==> config.mk <==
export PLATFORM = sky130hd
export DESIGN_NAME = regfile_arbiter
export DESIGN_NICKNAME = d
export VERILOG_FILES = /design/src/rtl/regfile_arb_pkg.sv /design/src/rtl/rr_arbiter.sv /design/src/rtl/regfile_arbiter.sv
export SDC_FILE = /design/constraint.sdc
export NUM_CORES = 1
export LEC_CHECK = 0
export BUFFER_PORTS_ARGS = -buffer_cell sky130_fd_sc_hd__buf_2
export CORE_AREA = 2 2 105 107
export DETAILED_ROUTE_END_ITERATION = 16
export DIE_AREA = 0 0 107 109
export MAX_ROUTING_LAYER = met4
export PLACE_DENSITY = 0.66
export SYNTH_ARGS = -nofsm -noshare
export SYNTH_HDL_FRONTEND = slang
export SYNTH_SLANG_ARGS = --single-unit
==> constraint.sdc <==
create_clock -name clk -period 4 [get_ports clk]
set_input_delay 1.2 -clock clk [delete_from_list [all_inputs] [get_ports clk]]
set_output_delay 1.2 -clock clk [all_outputs]
set_load 0.02 [all_outputs]
==> src/rtl/regfile_arb_pkg.sv <==
// regfile_arb_pkg: shared constants and helpers
// for the register-file access arbiter.
package regfile_arb_pkg;

    localparam int ADDR_W    = 6;
    localparam int IDX_W     = 3;
    localparam int DEF_WIDTH = 32;
    localparam int DEF_DEPTH = 32;
    localparam int DEF_NREQ  = 4;

    function automatic logic [IDX_W-1:0] onehot_to_idx(input logic [7:0] oh);
        logic [IDX_W-1:0] idx;
        idx = '0;
        for (int i = 0; i < 8; i++) begin
            if (oh[i]) idx = idx | IDX_W'(i);
        end
        return idx;
    endfunction

endpackage

==> src/rtl/rr_arbiter.sv <==
// rr_arbiter: round-robin pick starting at i_ptr,
// returns one-hot grant and the winner index.
module rr_arbiter
    import regfile_arb_pkg::*;
#(
    parameter int NREQ = DEF_NREQ
)(
    input  logic [NREQ-1:0]  i_req,
    input  logic [IDX_W-1:0] i_ptr,
    output logic [NREQ-1:0]  o_gnt,
    output logic [IDX_W-1:0] o_idx,
    output logic             o_any
);

    logic [NREQ-1:0] w_bit;
    logic [7:0]      w_pad;

    // scan downward so the requester closest to ptr wins last
    always_comb begin
        o_gnt = '0;
        w_bit = '0;
        for (int k = NREQ - 1; k >= 0; k--) begin
            w_bit = NREQ'(1) << ((int'(i_ptr) + k) % NREQ);
            if ((i_req & w_bit) != '0) o_gnt = w_bit;
        end
    end

    // widen the grant for the shared index helper
    always_comb begin
        w_pad = '0;
        w_pad[NREQ-1:0] = o_gnt;
    end

    assign o_idx = onehot_to_idx(w_pad);
    assign o_any = |o_gnt;

endmodule

==> src/rtl/regfile_arbiter.sv <==
// regfile_arbiter: shares one register-file port among NREQ requesters.
// Optional macro REGFILE_ARB_LOCK_EN adds a lock input for re-grants.
module regfile_arbiter
    import regfile_arb_pkg::*;
#(
    parameter int WIDTH = DEF_WIDTH,
    parameter int DEPTH = DEF_DEPTH,
    parameter int NREQ  = DEF_NREQ
)(
    input  logic                   clk,
    input  logic                   rst,
    input  logic [NREQ-1:0]        req,
    input  logic [NREQ-1:0]        req_we,
    input  logic [NREQ*ADDR_W-1:0] req_addr,
    input  logic [NREQ*WIDTH-1:0]  req_wdata,
`ifdef REGFILE_ARB_LOCK_EN
    input  logic [NREQ-1:0]        lock,
`endif
    output logic [NREQ-1:0]        gnt,
    output logic [NREQ-1:0]        rvalid,
    output logic [WIDTH-1:0]       rdata,
    output logic                   err,
    output logic                   rf_we,
    output logic [ADDR_W-1:0]      rf_select,
    output logic [WIDTH-1:0]       rf_write_data,
    input  logic [WIDTH-1:0]       rf_read_out
);

    logic [IDX_W-1:0]  r_ptr;
    logic [NREQ-1:0]   r_rvalid;
    logic [WIDTH-1:0]  r_rdata;
    logic              r_err;

    logic [NREQ-1:0]   w_rr_gnt;
    logic [IDX_W-1:0]  w_rr_idx;
    logic              w_rr_any;
    logic [NREQ-1:0]   w_gnt;
    logic [IDX_W-1:0]  w_idx;
    logic              w_hold;
    logic              w_any;
    logic              w_we;
    logic [ADDR_W-1:0] w_addr;
    logic [WIDTH-1:0]  w_wdata;
    logic              w_oor;

    rr_arbiter #(.NREQ(NREQ)) u_rr (
        .i_req (req),
        .i_ptr (r_ptr),
        .o_gnt (w_rr_gnt),
        .o_idx (w_rr_idx),
        .o_any (w_rr_any)
    );

`ifdef REGFILE_ARB_LOCK_EN
    logic             r_last_v;
    logic [IDX_W-1:0] r_last_idx;
    logic [NREQ-1:0]  w_last_oh;

    assign w_last_oh = NREQ'(1) << r_last_idx;
    assign w_hold    = r_last_v && ((w_last_oh & lock & req) != '0);

    // remember last cycle's winner for a locked re-grant
    always_ff @(posedge clk or posedge rst) begin
        if (rst) begin
            r_last_v   <= 1'b0;
            r_last_idx <= '0;
        end else begin
            r_last_v   <= w_any;
            r_last_idx <= w_idx;
        end
    end

    // a locked owner bypasses round-robin order
    always_comb begin
        w_gnt = w_hold ? w_last_oh : w_rr_gnt;
        w_idx = w_hold ? r_last_idx : w_rr_idx;
    end
`else
    assign w_hold = 1'b0;
    assign w_gnt  = w_rr_gnt;
    assign w_idx  = w_rr_idx;
`endif

    assign w_any   = (w_hold | w_rr_any) & ~rst;
    assign w_we    = |(req_we & w_gnt);
    assign w_addr  = req_addr[int'(w_idx)*ADDR_W +: ADDR_W];
    assign w_wdata = req_wdata[int'(w_idx)*WIDTH +: WIDTH];
    assign w_oor   = int'(w_addr) >= DEPTH;

    assign gnt           = w_any ? w_gnt : '0;
    assign rf_we         = w_any & w_we & ~w_oor;
    assign rf_select     = w_any ? w_addr : '0;
    assign rf_write_data = w_any ? w_wdata : '0;

    // advance the pointer past each round-robin winner
    always_ff @(posedge clk or posedge rst) begin
        if (rst) begin
            r_ptr <= '0;
        end else if (w_any && !w_hold) begin
            r_ptr <= (w_idx == IDX_W'(NREQ - 1)) ? '0 : w_idx + IDX_W'(1);
        end
    end

    // return read data and the range error one cycle after grant
    always_ff @(posedge clk or posedge rst) begin
        if (rst) begin
            r_rvalid <= '0;
            r_rdata  <= '0;
            r_err    <= 1'b0;
        end else begin
            r_rvalid <= (w_any && !w_we) ? w_gnt : '0;
            r_err    <= w_any & w_oor;
            if (w_any && !w_we) r_rdata <= w_oor ? '0 : rf_read_out;
        end
    end

    assign rvalid = r_rvalid;
    assign rdata  = r_rdata;
    assign err    = r_err;

endmodule

==> impl_results.md, run 1 <==
- Post-DP HPWL: 10,760 um
- Sequential area share after synthesis: 33.08%
- Achievable Freq: roughly 250 MHz
- CTS sink count: 39
- Unrepaired setup endpoints after global routing: true
- DP Cell Count: 762
- FF+latch count, synth: 39
- Ports: roughly 270
- Worst Reg-to-Reg Cells: 10
- Max Cap Viol: 0
- Post-synthesis cell count: 340
- Final Util: 57.56%
- Commonest cells after routing, fill and taps aside: buf_2, buf_4, buf_6, dfrtp_1, nand2_1
- CTS clk-pin slew, worst paths: 80 ps
- Worst setup margin: -55.97 ps
- DR WL/cell: 19.12 um
- Netlist cell types: 42
- Status: finished with violations
- Design area: 6103 um^2
- Gr usage total: 24.19%
- Worst slew pin tran: ~530 ps
- Worst Setup End Kind: output pin
- Total number of vias: about 4,100
- Final period utilization: 101.4%
- Die footprint: 11,660 um^2
- CTS tree: yes
- Grt ovf: 0
- Remaining antenna violation count: 0
- Max-slew headroom: ~65%
- Initial Util: 27.83%
- R2R Setup Slk: ~1000 ps
- Leakage: 3.014 nW
- Pwr per Cell Area: between 600 and 700 nW/um^2
- EDFF count, synth: 0
- Layout area overhead: 106.9%
- Row Count: 38
- Fin crit period: just over 4000 ps
- Layout cells sized above 1: 72.95%
- Post-Route WL: 15,290 um
- Setup Skew: 5.271 ps
- CP Launch Type: primary input
- CP endpoint: rf_write_data[2]
- Mean post-synth cell area: 8.677 um^2
- Reg2reg start: r_ptr[1]
- Final setup fails: 34
- Top FF cell, synth: dfrtp_1
- Die Span Y: 109 um
- H-tree levels: 2
- Arrival time of the worst setup path: 2860 ps
- Commonest non-fill, non-tap cell in the layout: buf_2
- Setup_tns: -758.2 ps
- Reg2reg end: rdata[19]
- Via/cell ratio: around 5.2
- Ys async rst share: 100.0%
- IR drop worst, VDD: 0.4282 mV
- Final Max Slew Viols: 0
- Clock buffer depth: 2
- PortBufs: between 200 and 300
- Number of remaining DRC errors: 0
- Core Area: ~11,000 um^2
- Failing checks: setup timing
- Crit Path Max Fanout: 8
- Final hold viol count: 0
- Maximum number of pins on one net before global-route repair: 45
- Initial antenna violation count: 2
- Worst hold path class: reg2reg
- Setup CP Type: in2out
- CTS Hold Buffers Added: 0
- First-pass GRT wire length: 21,220 um
- Synth Cell Area: just under 3000 um^2
- Critical Path Source: req[1]
- Syn Nets: roughly 540
- DIE WIDTH: 107 um
- Synth Warn #: 0
- Fin cells: 800
- Pre-antenna DRT Iters: 6
- Required @ worst endpoint: between 2000 and 3000 ps
- Clock buffer count from CTS: 5
- Clock Latency Late Sink: roughly 280 ps
- Total Nets Final: approximately 850
- Area after DPL: 4830 um^2
- Vias in the first global route: 4,087
- Root Driver: clkbuf_8
- GPL Wtd Cong: 0.9498
- Total Power: just over 4 mW
- Drt first-iter violations: 205
==> layout make-up <==
| cell class | instances | area (um^2) |
|---|---|---|
| Fill cell | 955 | 4499 |
| Timing Repair Buffer | 346 | 2425 |
| Multi-Input combinational cell | 259 | 2382 |
| Sequential cell | 39 | 975.9 |
| Tap cell | 140 | 175.2 |
| Clock buffer | 5 | 68.82 |
| Clock inverter | 3 | 43.79 |
| Inverter | 6 | 27.53 |
| Antenna cell | 2 | 5.005 |
==> how the worst min path moves through the flow <==
stage / end / depth (start not counted) / startpoint
global placement: rdata[24] / 1 / rdata[24]
floorplan: r_ptr[0] / 2 / r_ptr[0]
finish: rdata[30] / 1 / rdata[30]
detailed placement: rdata[11] / 1 / rdata[11]
global route: rdata[24] / 1 / rdata[24]
CTS: rdata[3] / 1 / rdata[3]
==> state kept, by name, indices dropped and copies added (netlist names) <==
| name | count |
|---|---|
| err | 1 |
| r_ptr | 2 |
| rdata | 32 |
| rvalid | 4 |
==> synth_stat cells, types with 2 or more instances <==
cell type | count | share of area, %
a21oi_1 | 36 | 6.1
a22o_1 | 32 | 9.5
and3_1 | 6 | 1.3
buf_1 | 3 | 0.38
buf_2 | 13 | 2.2
buf_6 | 4 | 1.5
clkbuf_1 | 14 | 1.8
dfrtp_1 | 39 | 33
inv_1 | 3 | 0.38
inv_2 | 2 | 0.25
mux2_2 | 32 | 12
nand2_1 | 57 | 7.3
nand3_1 | 13 | 2.2
nor2_1 | 13 | 1.7
nor2b_1 | 3 | 0.64
nor3_1 | 3 | 0.51
o211ai_1 | 2 | 0.51
o21ai_0 | 5 | 0.85
o221ai_1 | 32 | 9.5
o311ai_1 | 2 | 0.59
or2_1 | 2 | 0.42
or3_1 | 4 | 0.85
==> through the flow <==
stage	hold slack [ps]	setup WS (ps)
after global routing	519.1	-107.6
after CTS	506.1	-56.51
final	504.2	-55.97
after floorplan	594.7	-57.44
after global placement	483.6	-173.4
after detailed placement	486.8	-243.8
==> cell families (layout without fill, tap and decap cells) <==
kind of cell	count (synthesis)	after routing	share of synthesized area, %
compound gates	117	117	29.43
mux	33	33	12.55
flops	39	39	33.08
simple gates	108	108	17.43
other cells	0	2	0
fa+ha+maj	1	1	0.4240
buf+inv	42	360	7.082
==> worst max-delay path: stages <==
cell,delay [ps]
buf_12,110
buf_8,120
or3_4,370
o311ai_4,100
nand2_2,140
a31o_4,340
buf_12,190
a21oi_4,140
buf_6,140
==> routing by layer <==
metal / GRT usage [%] / wire length [um] / share of wire, %
met5: - / 0 / 0
met3: 4.901 / 1173 / 7.7
met4: 8.627 / 450 / 2.9
met2: 42.08 / 7891 / 52
met1: 27.75 / 5778 / 38
==> where the power goes <==
part | switching [mW] | leakage (nW) | total (mW) | internal [mW]
Combinational | 1.63 | 2.46 | 3.13 | 1.50
Clock | 0.133 | 0.0581 | 0.318 | 0.186
Sequential | 0.115 | 0.499 | 0.668 | 0.553
==> what timing repair did <==
item | in CTS | in global routing
setup buffers | 20 | 2
gates resized for setup | 122 | 86
setup endpoints to repair | 40 | 43
gates cloned | 4 | 4
pin swaps | 11 | 25
(Power assumes the default switching activity.)
==> run 2: changes to the inputs <==
TNS_END_PERCENT = 5   (was not set)
==> impl_results.md, run 2 (synthesized netlist as in run 1, its figures left out) <==
- Ant. Diodes: 0 (was 2)
- Crit Path Max Fanout: 5 (was 8)
- Max Cap Viol: 0 (unchanged)
- Setup CP Type: in2out (unchanged)
- Status: finished with violations (unchanged)
- Hold slack: 504.4 ps (was 504.2 ps)
- Layout area overhead: 90.71% (was 106.9%)
- Failing checks: setup timing (unchanged)
- IR drop worst, VDD: 0.3516 mV (was 0.4282 mV)
- Unrepaired setup endpoints after global routing: true (unchanged)
- Fill cells: 985 (was 955)
- H-tree levels: 2 (unchanged)
- GPL Wtd Cong: 0.9446 (was 0.9498)
- Final hold viol count: 0 (unchanged)
- Leakage: 2.793 nW (was 3.014 nW)
- CTS Hold Buffers Added: 0 (unchanged)
- Clock buffer depth: 2 (unchanged)
- Number of remaining DRC errors: 0 (unchanged)
- Commonest non-fill, non-tap cell in the layout: buf_2 (unchanged)
- PortBufs: 273 (unchanged)
- Worst Setup End Kind: output pin (unchanged)
- Max-slew headroom: 66.88% (was 64.57%)
- Grt ovf: 0 (unchanged)
- Post-DP HPWL: 10,910 um (was 10,760 um)
- CTS sink count: 39 (unchanged)
- Worst setup margin: -98.02 ps (was -55.97 ps)
- Die footprint: 11,660 um^2 (unchanged)
- Maximum number of pins on one net before global-route repair: 38 (was 45)
- Fin crit period: 4098 ps (was 4056 ps)
- Total Nets Final: 837 (was 852)
- Required @ worst endpoint: 2800 ps (about the same)
- Final setup fails: 12 (was 34)
- Layout cells sized above 1: 67.65% (was 72.95%)
- Pre-CTS setup slack: -191.4 ps (was -243.8 ps)
- DR WL/cell: 17.96 um (was 19.12 um)
- Row Count: 38 (unchanged)
- Slowest library cell on the worst path: or3_4 (unchanged)
- Clock Latency Late Sink: 290 ps (was 280 ps)
- Pwr per Cell Area: 665.0 nW/um^2 (was 674.0 nW/um^2)
- DIE WIDTH: 107 um (unchanged)
- Final period utilization: 102.5% (was 101.4%)
- Sequential share of power: 17.7% (was 16.2%)
- Setup_tns: -274.8 ps (was -758.2 ps)
- Critical-path cell list: buf_8 -> nor2b_4 -> o21ba_1 -> or3_4 -> inv_4 -> mux2i_1 -> a221o_1 -> and3_4 -> buf_6 (was buf_12 -> buf_8 -> or3_4 -> o311ai_4 -> nand2_2 -> a31o_4 -> buf_12 -> a21oi_4 -> buf_6)
- Achievable Freq: 244.0 MHz (was 246.6 MHz)
- Combinational power share: 73.7% (was 76.0%)
- CTS tree: yes (unchanged)
- DP Cell Count: 765 (was 762)
- Gr usage total: 23.77% (was 24.19%)
- Final Max Slew Viols: 0 (unchanged)
- First-pass GRT wire length: 21,020 um (was 21,220 um)
- Fin cells: 783 (was 800)
- CP delay by family, top: simple AND/OR/NAND/NOR gates (was compound AO/OA/AOI/OAI gates)
- CTS clk-pin slew, worst paths: 70 ps (was 80 ps)
- Total number of vias: 4,015 (was 4,130)
- Max reg flops: 32 (unchanged)
- Arrival time of the worst setup path: 2900 ps (was 2860 ps)
- Max incr delay on CP: 350 ps (was 370 ps)
- Worst slew pin tran: 496.8 ps (was 531.5 ps)
- CP Launch Type: primary input (unchanged)
- P_int: 2.034 mW (was 2.235 mW)
- Vias in the first global route: 4,029 (was 4,087)
- Clk pwr share: 8.6% (was 7.7%)
- Switching portion of total power: 45.64% (was 45.67%)
- Root Driver: clkbuf_8 (unchanged)
- Worst hold path class: reg2reg (unchanged)
- Commonest cells after routing, fill and taps aside: buf_2, buf_4, nand2_1, dfrtp_1 (was buf_2, buf_4, buf_6, dfrtp_1, nand2_1)
- Clock buffer count from CTS: 5 (unchanged)
- Pre-antenna DRT Iters: 4 (was 6)
- Initial antenna violation count: 0 (was 2)
- P_sw: 1.708 mW (was 1.879 mW)
- Die Span Y: 109 um (unchanged)
- Drt first-iter violations: 146 (was 205)
- Buffers and inverters on the worst path: 3 (was 4)
- Setup Skew: 4.499 ps (was 5.271 ps)
- Ports: 274 (unchanged)
- Via/cell ratio: 5.128 (was 5.163)
- Initial Util: 27.83% (unchanged)
- Remaining antenna violation count: 0 (unchanged)
- Post-Route WL: 14,070 um (was 15,290 um)
- Core Area: 10,600 um^2 (unchanged)
==> run 2: routing by layer <==
layer  vias to the layer above  track usage (%)  wire [um]
met2                       191            43.81       7371
li1                       1893                -          -
met3                        20            3.347        818
met5                         -                -          0
met4                         0            6.308        280
met1                      1911            27.07       5595
==> run 2: power by group through the flow <==
stage | logic (mW) | registers (mW) | clock network [mW]
3_5_place_dp | 2.32 | 0.661 | 0
3_3_place_gp | 2.28 | 0.653 | 0
5_1_grt | 2.94 | 0.679 | 0.349
6_report | 2.76 | 0.662 | 0.322
4_1_cts | 2.69 | 0.658 | 0.332
2_1_floorplan | 1.28 | 0.827 | 0
==> run 2: path summary, 6_finish.rpt <==
path	start	end	slack [ps]	cells after the start
worst max-delay path	req[0]	rf_we	-100	9
worst min-delay path	rdata[2]	rdata[2]	500	1
worst max register to register	r_ptr[1]	rdata[26]	1330	9
worst min register to register	rdata[2]	rdata[2]	500	1
max in group asynchronous	rst	rdata[22]	2510	3
min in group asynchronous	rst	r_ptr[0]	860	2
==> run 2: timing repair <==
item / 4_1_cts / 5_1_grt
setup buffers: 6 / 3
endpoints found under the setup margin: 41 / 41
cloned: 4 / 0
hold endpoints to repair: 0 / 0
gates resized for setup: 89 / 37
pin swaps: 13 / 6
==> run 2: per-stage QoR <==
step,power (mW),area [um^2],util [%]
floorplan,2.106,3079,-
global placement,2.934,4872,45.95
detailed placement,2.978,4872,45.95
CTS,3.680,5489,51.77
global route,3.963,5627,53.07
finish,3.742,5627,53.07
==> run 2: final cells by class <==
type | count | area [um^2] | area share (%)
clock buffers | 5 | 68.82 | 1.223
clock inverters | 3 | 43.79 | 0.7783
inverters | 6 | 26.28 | 0.4670
multi-input cells | 259 | 2115 | 37.58
flip-flops and latches | 39 | 975.9 | 17.34
well taps | 140 | 175.2 | 3.113
repair buffers | 331 | 2222 | 39.49
==> run 3: changes to the inputs <==
ABC_AREA = 1   (was not set)
PLACE_DENSITY = 0.69   (was 0.66)
clock period = 3.85 ns   (was 4 ns; I/O delays follow)
==> impl_results.md, run 3 <==
- Post-Route WL: 14,180 um (was 14,070 um)
- Synth area leaders: dfrtp_1, nand2_1, a21oi_1, o211ai_1, o21ai_0 (was dfrtp_1, mux2_2, a22o_1, o221ai_1, nand2_1)
- Syn Nets: 746 (was 535)
- Pre-CTS setup slack: -257.1 ps (was -191.4 ps)
- Clock Latency Late Sink: 290 ps (about the same)
- Clock buffer count from CTS: 5 (unchanged)
- Switching portion of total power: 54.96% (was 45.64%)
- Unrepaired setup endpoints after global routing: true (unchanged)
- Failing checks: setup timing (unchanged)
- H-tree levels: 2 (unchanged)
- Clk pwr share: 4.1% (was 8.6%)
- Vias in the first global route: 4,286 (was 4,029)
- Top FF cell, synth: dfrtp_1 (unchanged)
- Fin cells: 978 (was 783)
- Mean post-synth cell area: 6.290 um^2 (was 8.677 um^2)
- Worst slew pin tran: 539.2 ps (was 496.8 ps)
- Die Span Y: 109 um (unchanged)
- P_sw: 3.941 mW (was 1.708 mW)
- Final hold viol count: 0 (unchanged)
- CTS clk-pin slew, worst paths: 70 ps (about the same)
- Synth Cell Area: 3466 um^2 (was 2950 um^2)
- Mux cell area share after synthesis: 0% (was 12.55%)
- Netlist cell types: 27 (was 42)
- Sequential share of power: 9.3% (was 17.7%)
- Commonest non-fill, non-tap cell in the layout: buf_2 (unchanged)
- Max incr delay on CP: 330 ps (was 350 ps)
- Worst Setup End Kind: output pin (unchanged)
- PortBufs: 273 (unchanged)
- Status: finished with violations (unchanged)
- Grt ovf: 0 (unchanged)
- Main combinational cell family by area after synthesis: compound AO/OA/AOI/OAI gates (unchanged)
- Total Nets Final: 1,032 (was 837)
- Row Count: 38 (unchanged)
- Commonest cells after routing, fill and taps aside: buf_2, nand2_1, buf_4, a21oi_1, inv_1 (was buf_2, buf_4, nand2_1, dfrtp_1)
- Total number of vias: 4,799 (was 4,015)
- EDFF count, synth: 0 (unchanged)
- Layout area overhead: 66.14% (was 90.71%)
- CP Launch Type: primary input (unchanged)
- Fin crit period: between 4000 and 5000 ps
- Ports: 274 (unchanged)
- P_int: 3.229 mW (was 2.034 mW)
- FF+latch count, synth: 39 (unchanged)
- Final Max Slew Viols: 0 (unchanged)
- Synth Area in Simple Gates: 27.87% (was 17.43%)
- Required @ worst endpoint: 2690 ps (was 2800 ps)
- Sequential area share after synthesis: 28.16% (was 33.08%)
- Drt first-iter violations: 348 (was 146)
- Pwr per Cell Area: 1245 nW/um^2 (was 665.0 nW/um^2)
- Slowest library cell on the worst path: o21ai_4 (was or3_4)
- Achievable Freq: 243.3 MHz
- Pre-antenna DRT Iters: 5 (was 4)
- Core Area: 10,600 um^2 (unchanged)
- Synth top area share: 28.16% (was 33.08%)
- Die footprint: 11,660 um^2 (unchanged)
- Maximum number of pins on one net before global-route repair: 54 (was 38)
- Ant. Diodes: 0 (unchanged)
- Hold slack: 486.3 ps (was 504.4 ps)
- DP Cell Count: 961 (was 765)
- Via/cell ratio: 4.907 (was 5.128)
- Initial antenna violation count: 0 (unchanged)
- R2R Setup Slk: 850 ps (was 1330 ps)
- CP delay by family, top: simple AND/OR/NAND/NOR gates (unchanged)
- Largest area contributor in the netlist: dfrtp_1 (unchanged)
- Number of remaining DRC errors: 0 (unchanged)
- Max Cap Viol: 0 (unchanged)
- Synth Area in XOR/XNOR: 0% (unchanged)
- Final Util: 54.31% (was 53.07%)
- Arrival time of the worst setup path: 2960 ps (was 2900 ps)
- Final setup fails: 41 (was 12)
- Clock buffer depth: 2 (unchanged)
- CTS Hold Buffers Added: 0 (unchanged)
- Setup CP Type: in2out (unchanged)
- Leakage: 3.117 nW (was 2.793 nW)
- Final period utilization: 106.8%
- First-pass GRT wire length: 20,240 um (was 21,020 um)
- Remaining antenna violation count: 0 (unchanged)
- Gr usage total: 22.20% (was 23.77%)
- Max-slew headroom: 64.06% (was 66.88%)
- DR WL/cell: 14.50 um (was 17.96 um)
- Post-synthesis cell count: 551 (was 340)
- Max reg flops: 32 (unchanged)
- Adder-cell area share of the yosys netlist: 0.3610% (was 0.4241%)
- Synth Warn #: 0 (unchanged)
- Post-DP HPWL: 10,810 um (was 10,910 um)
- Top-count cell post-synth: nand2_1 (unchanged)
- Most frequent cells after synthesis: nand2_1, a21oi_1, nor2_1 (was nand2_1, dfrtp_1, a21oi_1)
- Ys async rst share: 100.0% (unchanged)
- Layout cells sized above 1: 46.78% (was 67.65%)
- Buffers and inverters on the worst path: 3 (unchanged)
- Worst setup margin: -260.6 ps (was -98.02 ps)
- Root Driver: clkbuf_8 (unchanged)
- Synth Area in Compound Gates: 30.22% (was 29.43%)
- Total Power: 7.171 mW (was 3.742 mW)
- Combinational power share: 86.5% (was 73.7%)
- GPL Wtd Cong: 0.9706 (was 0.9446)
- Critical-path cell list: buf_4 -> nand2_2 -> nand2_4 -> nor2_4 -> nor2_2 -> nor2_2 -> a21oi_4 -> nand3_4 -> o21ai_4 -> buf_12 -> a21oi_1 -> buf_4 (was buf_8 -> nor2b_4 -> o21ba_1 -> or3_4 -> inv_4 -> mux2i_1 -> a221o_1 -> and3_4 -> buf_6)
- Crit Path Max Fanout: 19 (was 5)
- Worst hold path class: reg2reg (unchanged)
- Setup Skew: 4.077 ps (was 4.499 ps)
- IR drop worst, VDD: 0.6941 mV (was 0.3516 mV)
- DIE WIDTH: 107 um (unchanged)
- CTS sink count: 39 (unchanged)
- CTS tree: yes (unchanged)
- Initial Util: 32.69% (was 27.83%)
==> run 3: cell types whose count changed after synthesis, moves of 35 or more <==
| cell | before | now |
|---|---|---|
| o211ai_1 | 2 | 37 |
| inv_1 | 3 | 51 |
| nor2_1 | 13 | 55 |
| nand2_1 | 57 | 104 |
| a21oi_1 | 36 | 76 |
| o21ai_0 | 5 | 51 |
==> run 3: cell type report <==
cell class                 count  area, um^2
fill                        1046        4845
inverter                      55       212.7
sequential                    39       975.9
tap                          140       175.2
clock inverter                 1       7.507
timing repair buffer         325        2066
clock buffer                   7       96.34
multi-input combinational    411        2225
==> run 3: cells by family after synthesis <==
group,count (synthesis)
AO/OA/AOI/OAI,188
adder cells (fa/ha/maj),1
flip-flops,39
buffers and inverters,101
AND/OR/NAND/NOR,222
==> run 3: power by group through the flow <==
| stage | clock, mW | combinational, mW | sequential [mW] |
|---|---|---|---|
| after floorplan | 0 | 3.46 | 0.813 |
| after global placement | 0 | 5.30 | 0.663 |
| after detailed placement | 0 | 5.31 | 0.663 |
| after CTS | 0.309 | 5.49 | 0.659 |
| after global routing | 0.326 | 6.72 | 0.690 |
| final | 0.297 | 6.20 | 0.670 |
==> run 3: worst register-to-register path: stages, from the launching register on <==
cell	delay (ps)
dfrtp_1	630
inv_2	170
nor2_2	190
nand2_2	80
nand4_1	150
nor2_2	80
a21oi_4	240
nand3_4	220
buf_4	200
nor2_2	140
nor2_4	50
buf_4	150
nand2_4	230
buf_4	240
o21ai_0	120
==> run 3: per-stage QoR <==
| step | area, um^2 | TNS, ps |
|---|---|---|
| after floorplan | 3511 | -395.6 |
| after global placement | 5204 | -6950 |
| after detailed placement | 5204 | -7821 |
| after CTS | 5393 | -5088 |
| after global routing | 5758 | -12580 |
| final | 5758 | -8335 |
==> run 3: path summary, 6_finish.rpt <==
kind                                 from      endpoint  depth (start not counted)
worst max-delay path               req[1]  rf_select[3]                         12
worst min-delay path            rdata[18]     rdata[18]                          2
worst max register to register   r_ptr[1]      rdata[3]                         14
worst min register to register  rdata[18]     rdata[18]                          2
max in group asynchronous             rst     rdata[27]                          3
min in group asynchronous             rst           err                          3
==> run 3: timing repair <==
item                                    4_1_cts  5_1_grt
gates resized for setup                      40       80
cloned                                        0        4
endpoints found under the setup margin       41       42
setup buffers                                 0        5
pin swaps                                     7       16
==> run 3: per-layer routing <==
metal	routed length [um]	vias to the layer above	track usage, %
li1	-	2416	-
met1	5795	2117	26.86
met2	6884	234	38.03
met3	1146	32	3.407
met4	357	0	7.328
met5	0	-	-
